<file path="config.mk">
export PLATFORM = sky130hd
export DESIGN_NAME = volume_level_meter
export DESIGN_NICKNAME = d
export VERILOG_FILES = /design/src/rtl/audio_display_pkg.sv /design/src/rtl/volume_level_meter.sv
export SDC_FILE = /design/constraint.sdc
export NUM_CORES = 1
export LEC_CHECK = 0
export CORE_ASPECT_RATIO = 1.25
export CORE_MARGIN = 1.5
export CORE_UTILIZATION = 30
export DETAILED_ROUTE_END_ITERATION = 12
export GPL_TIMING_DRIVEN = 0
export PLACE_DENSITY = 0.57
export RECOVER_POWER = 100
export SLEW_MARGIN = 20
export SYNTH_ARGS = -nofsm -noshare
export SYNTH_HDL_FRONTEND = slang
export SYNTH_SLANG_ARGS = --single-unit
</file>
<file path="constraint.sdc">
create_clock -name clock -period 8.1 [get_ports clock]
set_input_delay 1.62 -clock clock [delete_from_list [all_inputs] [get_ports clock]]
set_output_delay 1.62 -clock clock [all_outputs]
set_load 0.02 [all_outputs]
</file>
<file path="src/rtl/audio_display_pkg.sv">
// Shared constants and helpers for the audio-to-display path (mic level meter and display checkers).
package audio_display_pkg;

  localparam int MIC_MIDPOINT = 2048;
  localparam int BAR_LEVELS   = 16;

  // Thermometer encoding of a bar count: n bars lights the n low bits.
  // Counts above the bar range saturate to all bars lit.
  function automatic logic [15:0] level_to_therm(input logic [4:0] lvl);
    logic [4:0] gap;
    if (lvl >= 5'(BAR_LEVELS)) begin
      return 16'hFFFF;
    end
    gap = 5'(BAR_LEVELS) - lvl;
    return 16'hFFFF >> gap;
  endfunction

endpackage

</file>
<file path="src/rtl/volume_level_meter.sv">
// Windowed peak-amplitude meter with fast-attack / slow-decay smoothing,
// producing a bar count and its thermometer code for the soundbar renderer.
module volume_level_meter
  import audio_display_pkg::*;
#(
  parameter int SAMPLE_W = 12,
  parameter int MIDPOINT = MIC_MIDPOINT,
  parameter int WINDOW   = 4000,
  parameter int SHIFT    = 7
) (
  input  logic                clock,
  input  logic                reset,
  input  logic [SAMPLE_W-1:0] sample,
  input  logic                sample_valid,
  input  logic                freeze,
  output logic [4:0]          level,
  output logic [15:0]         bar_therm,
  output logic                level_valid
);

  localparam int CNT_W = (WINDOW > 2) ? $clog2(WINDOW) : 1;
  localparam logic [SAMPLE_W-1:0] MID      = MIDPOINT[SAMPLE_W-1:0];
  localparam logic [CNT_W-1:0]    LAST_CNT = CNT_W'(WINDOW - 1);
  localparam logic [SAMPLE_W-1:0] MAX_BARS = SAMPLE_W'(BAR_LEVELS);

  logic [CNT_W-1:0]    count;
  logic [SAMPLE_W-1:0] peak;
  logic [SAMPLE_W-1:0] amp;
  logic [SAMPLE_W-1:0] peak_next;
  logic [SAMPLE_W-1:0] peak_scaled;
  logic [4:0]          raw;
  logic [4:0]          level_new;
  logic                window_end;

  // Distance from the midpoint, running peak including this sample, and the smoothed level it implies.
  always_comb begin
    amp         = (sample >= MID) ? (sample - MID) : (MID - sample);
    peak_next   = (amp > peak) ? amp : peak;
    peak_scaled = peak_next >> SHIFT;
    raw         = (peak_scaled > MAX_BARS) ? 5'(BAR_LEVELS) : 5'(peak_scaled);
    level_new   = (raw >= level) ? raw : (level - 5'd1);
    window_end  = sample_valid && (count == LAST_CNT);
  end

  // Window counter, peak tracker and the displayed level register stage; level_valid marks each update.
  always_ff @(posedge clock) begin
    if (reset) begin
      count       <= '0;
      peak        <= '0;
      level       <= 5'd0;
      bar_therm   <= 16'h0000;
      level_valid <= 1'b0;
    end else begin
      level_valid <= 1'b0;
      if (window_end) begin
        count <= '0;
        peak  <= '0;
        if (!freeze) begin
          level       <= level_new;
          bar_therm   <= level_to_therm(level_new);
          level_valid <= 1'b1;
        end
      end else if (sample_valid) begin
        count <= count + CNT_W'(1);
        peak  <= peak_next;
      end
    end
  end

endmodule
</file>
==> results_tabular.tex <==
\begin{tabular}{lr}
\hline
Metric & Value \\
\hline
\multicolumn{2}{l}{\textbf{Layout}} \\
\quad Fraction of layout cells with a size suffix above 1 & approximately 7.0\% \\
\quad ANT cells & 0 \\
\quad Signed area change from the synthesized netlist to the final layout & 22.9\% \\
\quad Final core area utilization & 38.4\% \\
\quad Total of fill cells in the finished design & $\sim$1000 \\
\quad Combined area of the multi-input logic cells & between 0.0015 and 0.002 mm2 \\
\quad Final Net Count & 439 \\
\quad Area taken by flip-flops and latches & 921 um2 \\
\multicolumn{2}{l}{\textbf{Detailed routing}} \\
\quad Met3 Routed Length & between 200 and 300 um \\
\quad Uppermost metal layer occupied by signal nets & met4 \\
\quad Vias per std cell & between 4 and 5 \\
\quad Via count & 2547 \\
\quad Total DRC errors in the routed layout & 0 \\
\quad Routed wirelength normalized by instance count & about 13 um \\
\quad Met1 Routed Length & 3140 um \\
\quad Routed WL & $\sim$7000 um \\
\quad Remaining number of nets flagged by the antenna check after routing & 0 \\
\quad Met2 layer wire length in the routed design & roughly 3400 um \\
\quad Detailed Routing Iterations Pass 1 & 4 \\
\quad Initial DRC count & 67 \\
\multicolumn{2}{l}{\textbf{Power and ir drop}} \\
\quad Maximum resistive drop on vdd & roughly 0.14 mV \\
\quad Static leakage & $\sim$0.0014 uW \\
\quad Power density over the cells & between 200 and 300 mW/mm2 \\
\multicolumn{2}{l}{\textbf{Clocking}} \\
\quad Source-to-sink clock delay at the later pin of the worst-skew pair & roughly 0.28 ns \\
\quad Clk Tree Root Cell & clkbuf\_16 \\
\quad Clock slew at the register clock pins of the worst setup and hold paths & about 0.07 ns \\
\quad TritonCTS clock tree & yes \\
\quad Number of buffers added by the clock tree synthesis step & 5 \\
\quad CTS HTree Levels & 2 \\
\quad Post-CTS Repair Setup Buffers & 0 \\
\quad Number of sinks driven by the clock tree & 46 \\
\quad Worst-case clock buffer depth & 2 \\
\multicolumn{2}{l}{\textbf{Setup path}} \\
\quad Top delay family on crit path & compound AO/OA/AOI/OAI gates \\
\quad Bufs and invs on worst path & 5 \\
\quad Most numerous cell on the critical path & ha\_1 \\
\quad Critical Setup Path Class & in -> reg \\
\quad Type of element capturing the critical path & flop \\
\quad Max Fanout on Critical Path & 9 \\
\quad Cell at the slowest stage of the critical path & clkdlybuf4s50\_1 \\
\quad Data arrival time of the worst path & 7.59 ns \\
\quad Worst Setup Start Kind & primary input \\
\quad Crit path required time & $\sim$8.3 ns \\
\quad Maximum cell stage delay along the critical path & roughly 0.52 ns \\
\multicolumn{2}{l}{\textbf{Global routing}} \\
\quad GR Overflow Total & 0 \\
\quad Initial antenna violation count & 0 \\
\quad Global-route wire length before repair & 11500 um \\
\quad Largest net degree at the start of global routing & 15 \\
\quad Number of global-route vias before repair & 2525 \\
\quad GRT Resource Usage Total & a little over an eighth \\
\multicolumn{2}{l}{\textbf{Timing}} \\
\quad Aggregate negative setup slack & 0 ns \\
\quad Achievable Freq & around 130 MHz \\
\quad Tcrit/Tclk final & approximately nine tenths \\
\quad RSZ-0062 raised after global routing & false \\
\quad Worst hold slack across all endpoints & 0.469 ns \\
\quad Number of slew-limit violations in the final report & 0 \\
\quad Setup violation total in the final timing report & 0 \\
\quad Min Clock Period, post-route & 7.43 ns \\
\quad Clk\_skew & around 0.0076 ns \\
\quad Relative slew slack & 55.3\% \\
\quad Transition at the pin with the smallest max-transition slack & 0.668 ns \\
\quad Number of hold violations in the final report & 0 \\
\multicolumn{2}{l}{\textbf{Yosys}} \\
\quad Sequential fraction of the synthesis area & 31.8\% \\
\quad Post-synth cell types & 53 \\
\quad Post-synth top area share & 31.8\% \\
\quad Most frequent cells after synthesis & nor2\_1, dfxtp\_1, inv\_1 \\
\quad Synthesis warning total & 0 \\
\quad Post-synth net total & 397 \\
\quad Yosys reg bits & between 40 and 50 \\
\quad Count of mapped cells out of synthesis & $\sim$360 \\
\quad Library cell with the largest summed area after synthesis & dfxtp\_1 \\
\quad Proportion of register bits with asynchronous set or reset after synthesis & 0\% \\
\quad Mean instance size in the synthesized netlist & 8.12 um2 \\
\quad Synthesized cell area & between 0.002 and 0.003 mm2 \\
\quad Most frequent cell after synthesis & nor2\_1 \\
\quad Leading post-synthesis cells by cell area & dfxtp\_1, ha\_1, nor2\_1 \\
\quad Number of flops mapped to enable cells by yosys & 0 \\
\quad Primary FF master, synth & dfxtp\_1 \\
\multicolumn{2}{l}{\textbf{Die}} \\
\quad Horizontal die dimension & just over 90 um \\
\quad Area of the die & 0.0103 mm2 \\
\quad Die Height & $\sim$110 um \\
\quad Starting density of the core & a little under a third \\
\quad Core Region & slightly above 0.009 mm2 \\
\quad Number of top-level pins & 38 \\
\quad Number of core rows & 39 \\
\multicolumn{2}{l}{\textbf{Place}} \\
\quad PortBufs & 35 \\
\quad Final weighted congestion in routability-driven placement & just over 0.8 \\
\quad Detail Placement HPWL & 5230 um \\
\multicolumn{2}{l}{\textbf{Run}} \\
\quad Count of max-cap constraint violations & 0 \\
\multicolumn{2}{l}{\textbf{Run status}} \\
\quad Result of the run & complete, no violations \\
\multicolumn{2}{l}{\textbf{Worst hold path}} \\
\quad Min-Delay Path Class & reg -> reg \\
\hline
\end{tabular}
-- path summary, 6_finish.rpt --
check / startpoint / to / slack, ns / cells after the start
worst max register to register: peak[11]$_SDFFE_PP0P_ / bar_therm[4]$_SDFFE_PP0P_ / 2.92 / 23
worst min register to register: peak[2]$_SDFFE_PP0P_ / peak[2]$_SDFFE_PP0P_ / 0.47 / 2
worst min-delay path: peak[2]$_SDFFE_PP0P_ / peak[2]$_SDFFE_PP0P_ / 0.47 / 2
worst max-delay path: sample[0] / bar_therm[4]$_SDFFE_PP0P_ / 0.67 / 27
-- timing repair --
item,4_1_cts,5_1_grt
setup endpoints to repair,0,14
resized for setup,0,3
hold buffers,0,0
-- report_power, final --
group,leakage [uW],internal [uW],switching (uW),total (uW)
Combinational,0.000980,174,274,447
Sequential,0.000373,240,5.08,245
Clock,0.0000745,124,88.0,212
-- metal layers --
layer	track usage, %	vias to the layer above
met3	2.82	5
met5	0	-
met2	24.3	44
met1	16.8	1182
met4	3.13	0
li1	-	1316
-- registers in the layout, summed over array words and instances, names as in the netlist --
register,cells
bar_therm,16
count,12
peak,12
level,5
level_valid,1
-- area by class of cell --
type	instances	share of cell area (%)
inverters	32	3.37
clock buffers	7	4.00
repair buffers	35	9.83
plain buffers	14	1.51
multi-input cells	265	50.9
clock inverters	1	0.246
well taps	123	4.32
flip-flops and latches	46	25.9
-- tightest hold or removal path, delay by kind of cell, from the launching register on --
kind / cells / cell delay [ns]
AO/OA/AOI/OAI: 1 / 0.06
buffers and inverters: 1 / 0.06
flip-flops: 1 / 0.30
-- cell usage in the layout (no fill, tap or decap), drive strengths merged, types with 3 or more instances in the layout --
cell            n
a21oi          28
ha             24
nand4           7
or3             3
clkdlybuf4s50  13
o211ai          3
xnor2          13
a211oi         13
inv            33
o21bai          3
and3            4
a31oi           6
nand3           4
a21o            3
nor3           10
a311oi          3
mux2i           4
nor2b           3
o21a            3
nor2           57
dfxtp          46
mux2            4
nand2          30
clkbuf         20
o21ai           7
dlygate4sd3    22
xor2           14
nor4            3
-- stage by stage --
stage / total power, uW / area, um2 / setup WS (ns) / std cells
3_3_place_gp: 687 / 3400 / 0.289 / 515
4_1_cts: 912 / 3550 / 0.502 / 523
6_report: 904 / 3560 / 0.667 / 523
3_5_place_dp: 695 / 3400 / 0.215 / 515
2_1_floorplan: 597 / 2900 / 1.53 / 357
5_1_grt: 973 / 3560 / 0.0137 / 523
-- kinds of logic (layout without fill, tap and decap cells) --
group / Yosys count / count (layout) / share of synthesized area [%]
XOR/XNOR: 27 / 27 / 8.42
AO/OA/AOI/OAI: 78 / 78 / 19.4
buffers and inverters: 46 / 89 / 6.00
multiplexers: 8 / 8 / 3.06
flip-flops: 46 / 46 / 31.8
AND/OR/NAND/NOR: 128 / 128 / 21.0
adder cells (fa/ha/maj): 24 / 24 / 10.4
(Power assumes the default switching activity.)
